`config.mk`:
```
export PLATFORM = sky130hd
export DESIGN_NAME = cache_arbiter
export DESIGN_NICKNAME = d
export VERILOG_FILES = /design/src/rtl/cache_arbiter_pkg.sv /design/src/rtl/cache_arbiter.sv
export SDC_FILE = /design/constraint.sdc
export NUM_CORES = 1
export LEC_CHECK = 0
export BUFFER_PORTS_ARGS = -buffer_cell sky130_fd_sc_hd__buf_2
export CAP_MARGIN = 20
export CORE_AREA = 2 2 536 538
export CTS_CLUSTER_DIAMETER = 80
export CTS_CLUSTER_SIZE = 24
export DETAILED_ROUTE_END_ITERATION = 7
export DIE_AREA = 0 0 538 540
export SLEW_MARGIN = 25
export SYNTH_ARGS = -nofsm -noshare
export SYNTH_HDL_FRONTEND = slang
export SYNTH_SLANG_ARGS = --single-unit
```
`constraint.sdc`:
```
create_clock -name clk -period 1.95 [get_ports clk]
set_input_delay 0.195 -clock clk [delete_from_list [all_inputs] [get_ports clk]]
set_output_delay 0.195 -clock clk [all_outputs]
set_load 0.01 [all_outputs]
```
`src/rtl/cache_arbiter_pkg.sv`:
```
// Shared types for the L1-to-memory cacheline arbiter: FSM states, requester
// identities and default widths.
package arbiter_types;
    localparam int LINE_W_DEF = 256;
    localparam int ADDR_W_DEF = 32;

    typedef enum logic [1:0] {IDLE, SERVE_I, SERVE_D} arb_state_t;
    typedef enum logic       {SRC_I, SRC_D}           arb_src_t;
endpackage

```
`src/rtl/cache_arbiter.sv`:
```
// Round-robin arbiter granting the single cacheline memory port to either the
// icache or the dcache, one full line transaction at a time.
module cache_arbiter
    import arbiter_types::*;
#(
    parameter int LINE_W = LINE_W_DEF,
    parameter int ADDR_W = ADDR_W_DEF
) (
    input  logic              clk,
    input  logic              rst,
    input  logic              i_read,
    input  logic [ADDR_W-1:0] i_address,
    output logic [LINE_W-1:0] i_rdata,
    output logic              i_resp,
    input  logic              d_read,
    input  logic              d_write,
    input  logic [ADDR_W-1:0] d_address,
    input  logic [LINE_W-1:0] d_wdata,
    output logic [LINE_W-1:0] d_rdata,
    output logic              d_resp,
    output logic              mem_read,
    output logic              mem_write,
    output logic [ADDR_W-1:0] mem_address,
    output logic [LINE_W-1:0] mem_wdata,
    input  logic [LINE_W-1:0] mem_rdata,
    input  logic              mem_resp
);

    arb_state_t        state_q, state_d;
    arb_src_t          last_grant_q, last_grant_d;
    logic              cmd_write_q, cmd_write_d;
    logic [ADDR_W-1:0] cmd_addr_q, cmd_addr_d;
    logic [LINE_W-1:0] cmd_wdata_q, cmd_wdata_d;
    logic              i_pend, d_pend;
    arb_src_t          pick;

    assign i_pend = i_read;
    assign d_pend = d_read | d_write;

    // On a tie the side that did not win last time gets the port.
    always_comb begin
        if (i_pend && !d_pend)      pick = SRC_I;
        else if (!i_pend && d_pend) pick = SRC_D;
        else if (last_grant_q == SRC_D) pick = SRC_I;
        else                        pick = SRC_D;
    end

    always_ff @(posedge clk or negedge rst) begin
        if (!rst) begin
            state_q      <= IDLE;
            last_grant_q <= SRC_D;
            cmd_write_q  <= 1'b0;
            cmd_addr_q   <= '0;
            cmd_wdata_q  <= '0;
        end else begin
            state_q      <= state_d;
            last_grant_q <= last_grant_d;
            cmd_write_q  <= cmd_write_d;
            cmd_addr_q   <= cmd_addr_d;
            cmd_wdata_q  <= cmd_wdata_d;
        end
    end

    always_comb begin
        state_d      = state_q;
        last_grant_d = last_grant_q;
        cmd_write_d  = cmd_write_q;
        cmd_addr_d   = cmd_addr_q;
        cmd_wdata_d  = cmd_wdata_q;
        mem_read     = 1'b0;
        mem_write    = 1'b0;
        i_resp       = 1'b0;
        d_resp       = 1'b0;
        unique case (state_q)
            IDLE: begin
                if (i_pend || d_pend) begin
                    last_grant_d = pick;
                    if (pick == SRC_I) begin
                        state_d     = SERVE_I;
                        cmd_write_d = 1'b0;
                        cmd_addr_d  = i_address;
                    end else begin
                        // An illegal read+write collision is served as the write.
                        state_d     = SERVE_D;
                        cmd_write_d = d_write;
                        cmd_addr_d  = d_address;
                        cmd_wdata_d = d_wdata;
                    end
                end
            end
            SERVE_I: begin
                mem_read = 1'b1;
                if (mem_resp) begin
                    i_resp  = 1'b1;
                    state_d = IDLE;
                end
            end
            SERVE_D: begin
                mem_read  = ~cmd_write_q;
                mem_write = cmd_write_q;
                if (mem_resp) begin
                    d_resp  = 1'b1;
                    state_d = IDLE;
                end
            end
            default: state_d = IDLE;
        endcase
    end

    assign mem_address = cmd_addr_q;
    assign mem_wdata   = cmd_wdata_q;
    assign i_rdata     = mem_rdata;
    assign d_rdata     = mem_rdata;

`ifndef SYNTHESIS
    always @(posedge clk) begin
        assert (!(rst && d_read && d_write));
    end
`endif

endmodule

```
==> summary.md <==
| Metric | Value |
|---|---|
| Run status | `complete, no violations` |
| Number of warnings printed during yosys synthesis | `0` |
| Sequential fraction of the synthesis area | `47.9%` |
| Crit path max-delay cell type | `dfrtp_1` |
| Main combinational cell family by area after synthesis | `buffers and inverters` |
| Largest net degree at the start of global routing | `56` |
| Most instantiated library cell after synthesis | `buf_4` |
| Final Slew Violations | `0` |
| Die span in y | `540 um` |
| Std-Cell Core Area | `284000 sq um` |
| Final worst-path setup slack | `0.00845 ns` |
| Vias in the first global route | `12791` |
| Top Ports | `1386` |
| Portion of the clock cycle consumed by the worst path in the final layout | `99.6%` |
| Setup repair after global routing missed its margin | `true` |
| Shortest clock period the worst path allows after layout | `1.94 ns` |
| Largest area contributor in the synthesized netlist | `dfrtp_1` |
| Max-cap check violation count | `0` |
| Total detailed-routing wirelength | `160 mm` |
| Arithmetic-cell share of the synthesized area counting full adders, half adders and majority gates | `0.246%` |
| Top cell type's share of synthesized area | `47.7%` |
| Portion of netlist area occupied by mux cells | `18.9%` |
| Width of the chip | `538 um` |
| Yosys cell types | `27` |
| Power density relative to cell area | `1650 nW/um^2` |
| Worst R2R Start | `state_q[1]$_DFFE_PN0P_` |
| Post-synth design cell area | `15300 sq um` |
| Max Buffers Root-to-Sink | `3` |
| Number of enable flip-flop cells after synthesis | `0` |
| WL/cell | `28.9 um` |
| Critical path cell sequence | `buf_6 -> ha_4 -> nor2b_4 -> o21a_1 -> buf_6` |
| Most used flip-flop cell after synthesis | `dfrtp_1` |
| Peak fanout along the critical path | `3` |
| Sink Count | `292` |
| Class of the worst hold path | `in2reg` |
| Element type at the critical path end | `primary output` |
| H-tree levels | `2` |
| Number of setup violations in the final report | `0` |
| Arrival time at the worst endpoint | `1.75 ns` |
| HPWL after detailed placement | `145 mm` |
| Cell count after synthesis | `1262` |
| Gpl congestion | `0.825` |
| Via count normalized by instance count | `2.17` |
| Row Count | `196` |
| TritonCTS clock tree | `done` |
| Required arrival time at the worst endpoint | `1.75 ns` |
| Area after DPL | `19500 sq um` |
| Simple-Gate Fraction of Synth Area | `1.21%` |
| Total non-filler cell area in the finished layout | `24200 sq um` |
| Startpoint-to-endpoint class of the critical path | `reg2out` |
| Starting density of the core | `5.36%` |
| Final routed DRC violation total | `0` |
| Post-Route Skew | `0.0389 ns` |
| Antenna violations before repair | `115` |
| Number of vias in the routed layout | `12014` |
| Wire length of the first global-routing pass | `187 mm` |
| Worst slack at placement | `0.0320 ns` |
| Startpoint of the most critical hold path | `d_address[9]` |
| Post-layout net count | `2311` |
| Port Buf Inserts | `617` |
| Setup TNS | `0 ns` |
| Root buf cell | `clkbuf_16` |
| Slew at the pin closest to its max-slew limit | `0.601 ns` |
| Total routing usage reported by global routing | `10.7%` |
| Clock transition at path regs | `0.06 ns` |
| Area fraction in compound gates after synthesis | `4.06%` |
| First drt pass iteration count | `7` |
| Type of element launching the critical path | `flop` |
| Inserted Clock Buffers | `34` |
| First element of the critical path | `state_q[1]$_DFFE_PN0P_` |
| Remaining max-slew budget at the tightest pin | `59.9%` |
| Post-synthesis to final-layout area growth | `58.4%` |
| Share of post-route cells with drive strength above 1 | `57.0%` |
| DIE AREA | `291000 sq um` |
| Syn avg cell area | `12.1 sq um` |
| Max Clk Rate | `515 MHz` |
| Clock Latency Late Sink | `0.65 ns` |
| Most frequent CP cell | `buf_6` |
| Most frequent cells after synthesis | `buf_4, dfrtp_1, mux2_2, nor2_1` |
| Net count of the mapped netlist | `1847` |
| Fraction of synthesis flops using an asynchronous set or reset pin | `100%` |
| Stage delay of the slowest cell on the critical path | `0.38 ns` |
| Leakage power total | `9.48 nW` |
| Post-synthesis sequential element count | `292` |
| Post-synthesis share of cell area spent on xor and xnor gates | `0%` |
| Largest cells by area after synthesis | `dfrtp_1, buf_4, mux2_2` |
| Initial DRC count | `682` |
| Number of hold-slack violations in the final timing report | `0` |
| GRT overflow | `0` |
| Remaining antenna violation count after routing | `0` |
| VDD IR max | `551 uV` |
metrics by stage:
| step | hold slack, ns | utilization [%] | power [mW] | cells |
|---|---|---|---|---|
| global placement | 0.210 | 6.85 | 32.0 | 5129 |
| CTS | 0.0550 | 8.47 | 41.4 | 5514 |
| floorplan | -0.101 | - | 19.8 | 1262 |
| global route | 0.0681 | 8.49 | 43.3 | 5530 |
| finish | 0.0651 | 8.50 | 39.9 | 5537 |
| detailed placement | 0.221 | 6.85 | 32.5 | 5129 |
kinds of logic (layout without fill, tap and decap cells):
family                     after synthesis  after routing
muxes                                  256            256
AOI/OAI and AO/OA                      105            105
and+or+nand+nor                         44             44
adders and majority gates                3              3
other                                    0             23
DFF                                    292            292
buffers and inverters                  562           1052
flip-flops by register name (all words and copies together), names as in the netlist:
signal and count:
mem_wdata 256, mem_address 32, state_q 2, cmd_write_q 1, last_grant_q 1
layout make-up:
type	count	area (sq um)
inverter	2	10.0
sequential	292	7310
clock buffer	36	880
timing repair buffer	988	6950
clock inverter	26	434
fill	32949	260000
tap	3762	4710
antenna	23	57.6
multi-input combinational	408	3820
report_power, final:
| part | internal (mW) | leakage, nW | switching, mW |
|---|---|---|---|
| clock | 4.01 | 0.634 | 3.70 |
| sequential | 9.25 | 3.40 | 1.89 |
| combinational | 7.31 | 5.44 | 13.8 |
final timing paths:
kind                                          endpoint  slack, ns  cells past startpoint
max                                           mem_read      0.008                      5
min                         mem_address[9]$_DFFE_PN0P_       0.07                      3
max reg2reg                 mem_wdata[165]$_DFFE_PN0P_       0.13                      7
min reg2reg                  mem_wdata[25]$_DFFE_PN0P_       0.50                      1
max in group asynchronous   mem_wdata[187]$_DFFE_PN0P_       1.08                      4
min in group asynchronous  mem_address[11]$_DFFE_PN0P_       0.08                      2
worst max-delay path: cells and delay by family (launching register included):
family / cells / cell delay (ns)
AOI/OAI and AO/OA: 1 / 0.18
adders and majority gates: 1 / 0.15
buffers and inverters: 2 / 0.27
DFF: 1 / 0.38
and+or+nand+nor: 1 / 0.11
cells in the final DEF, fill, tap and decap left out, drive strengths merged:
cell and n:
a2bb2oi 1, o31ai 1, or2 1, o2bb2ai 3, nand3 1, o31a 1, ha 3, mux2 256
diode 23, nor3 1, dfrtp 291, a31oi 32, inv 15, nor2b 2, bufinv 3, clkinv 10
dfstp 1, dlygate4sd3 322, clkbuf 36, o21ai 32, buf 666, nor2 33, a21oi 32, o21a 1
nand2 3, a21o 1, a32o 1, and2 3
metal layers:
| metal | share of wire, % | global-route usage [%] |
|---|---|---|
| met5 | 0.22 | 0.766 |
| met4 | 6.4 | 5.38 |
| met3 | 26 | 12.8 |
| met2 | 40 | 15.3 |
| met1 | 27 | 8.34 |
repair_timing:
item                                   in CTS  in global routing
pin swaps                                   2                  3
buffers inserted                            1                  0
endpoints found under the hold margin     373                  0
setup endpoints to repair                   4                135
hold buffers                              322                  0
resized for setup                          12                  7
Power figures use the tool's default switching activity.
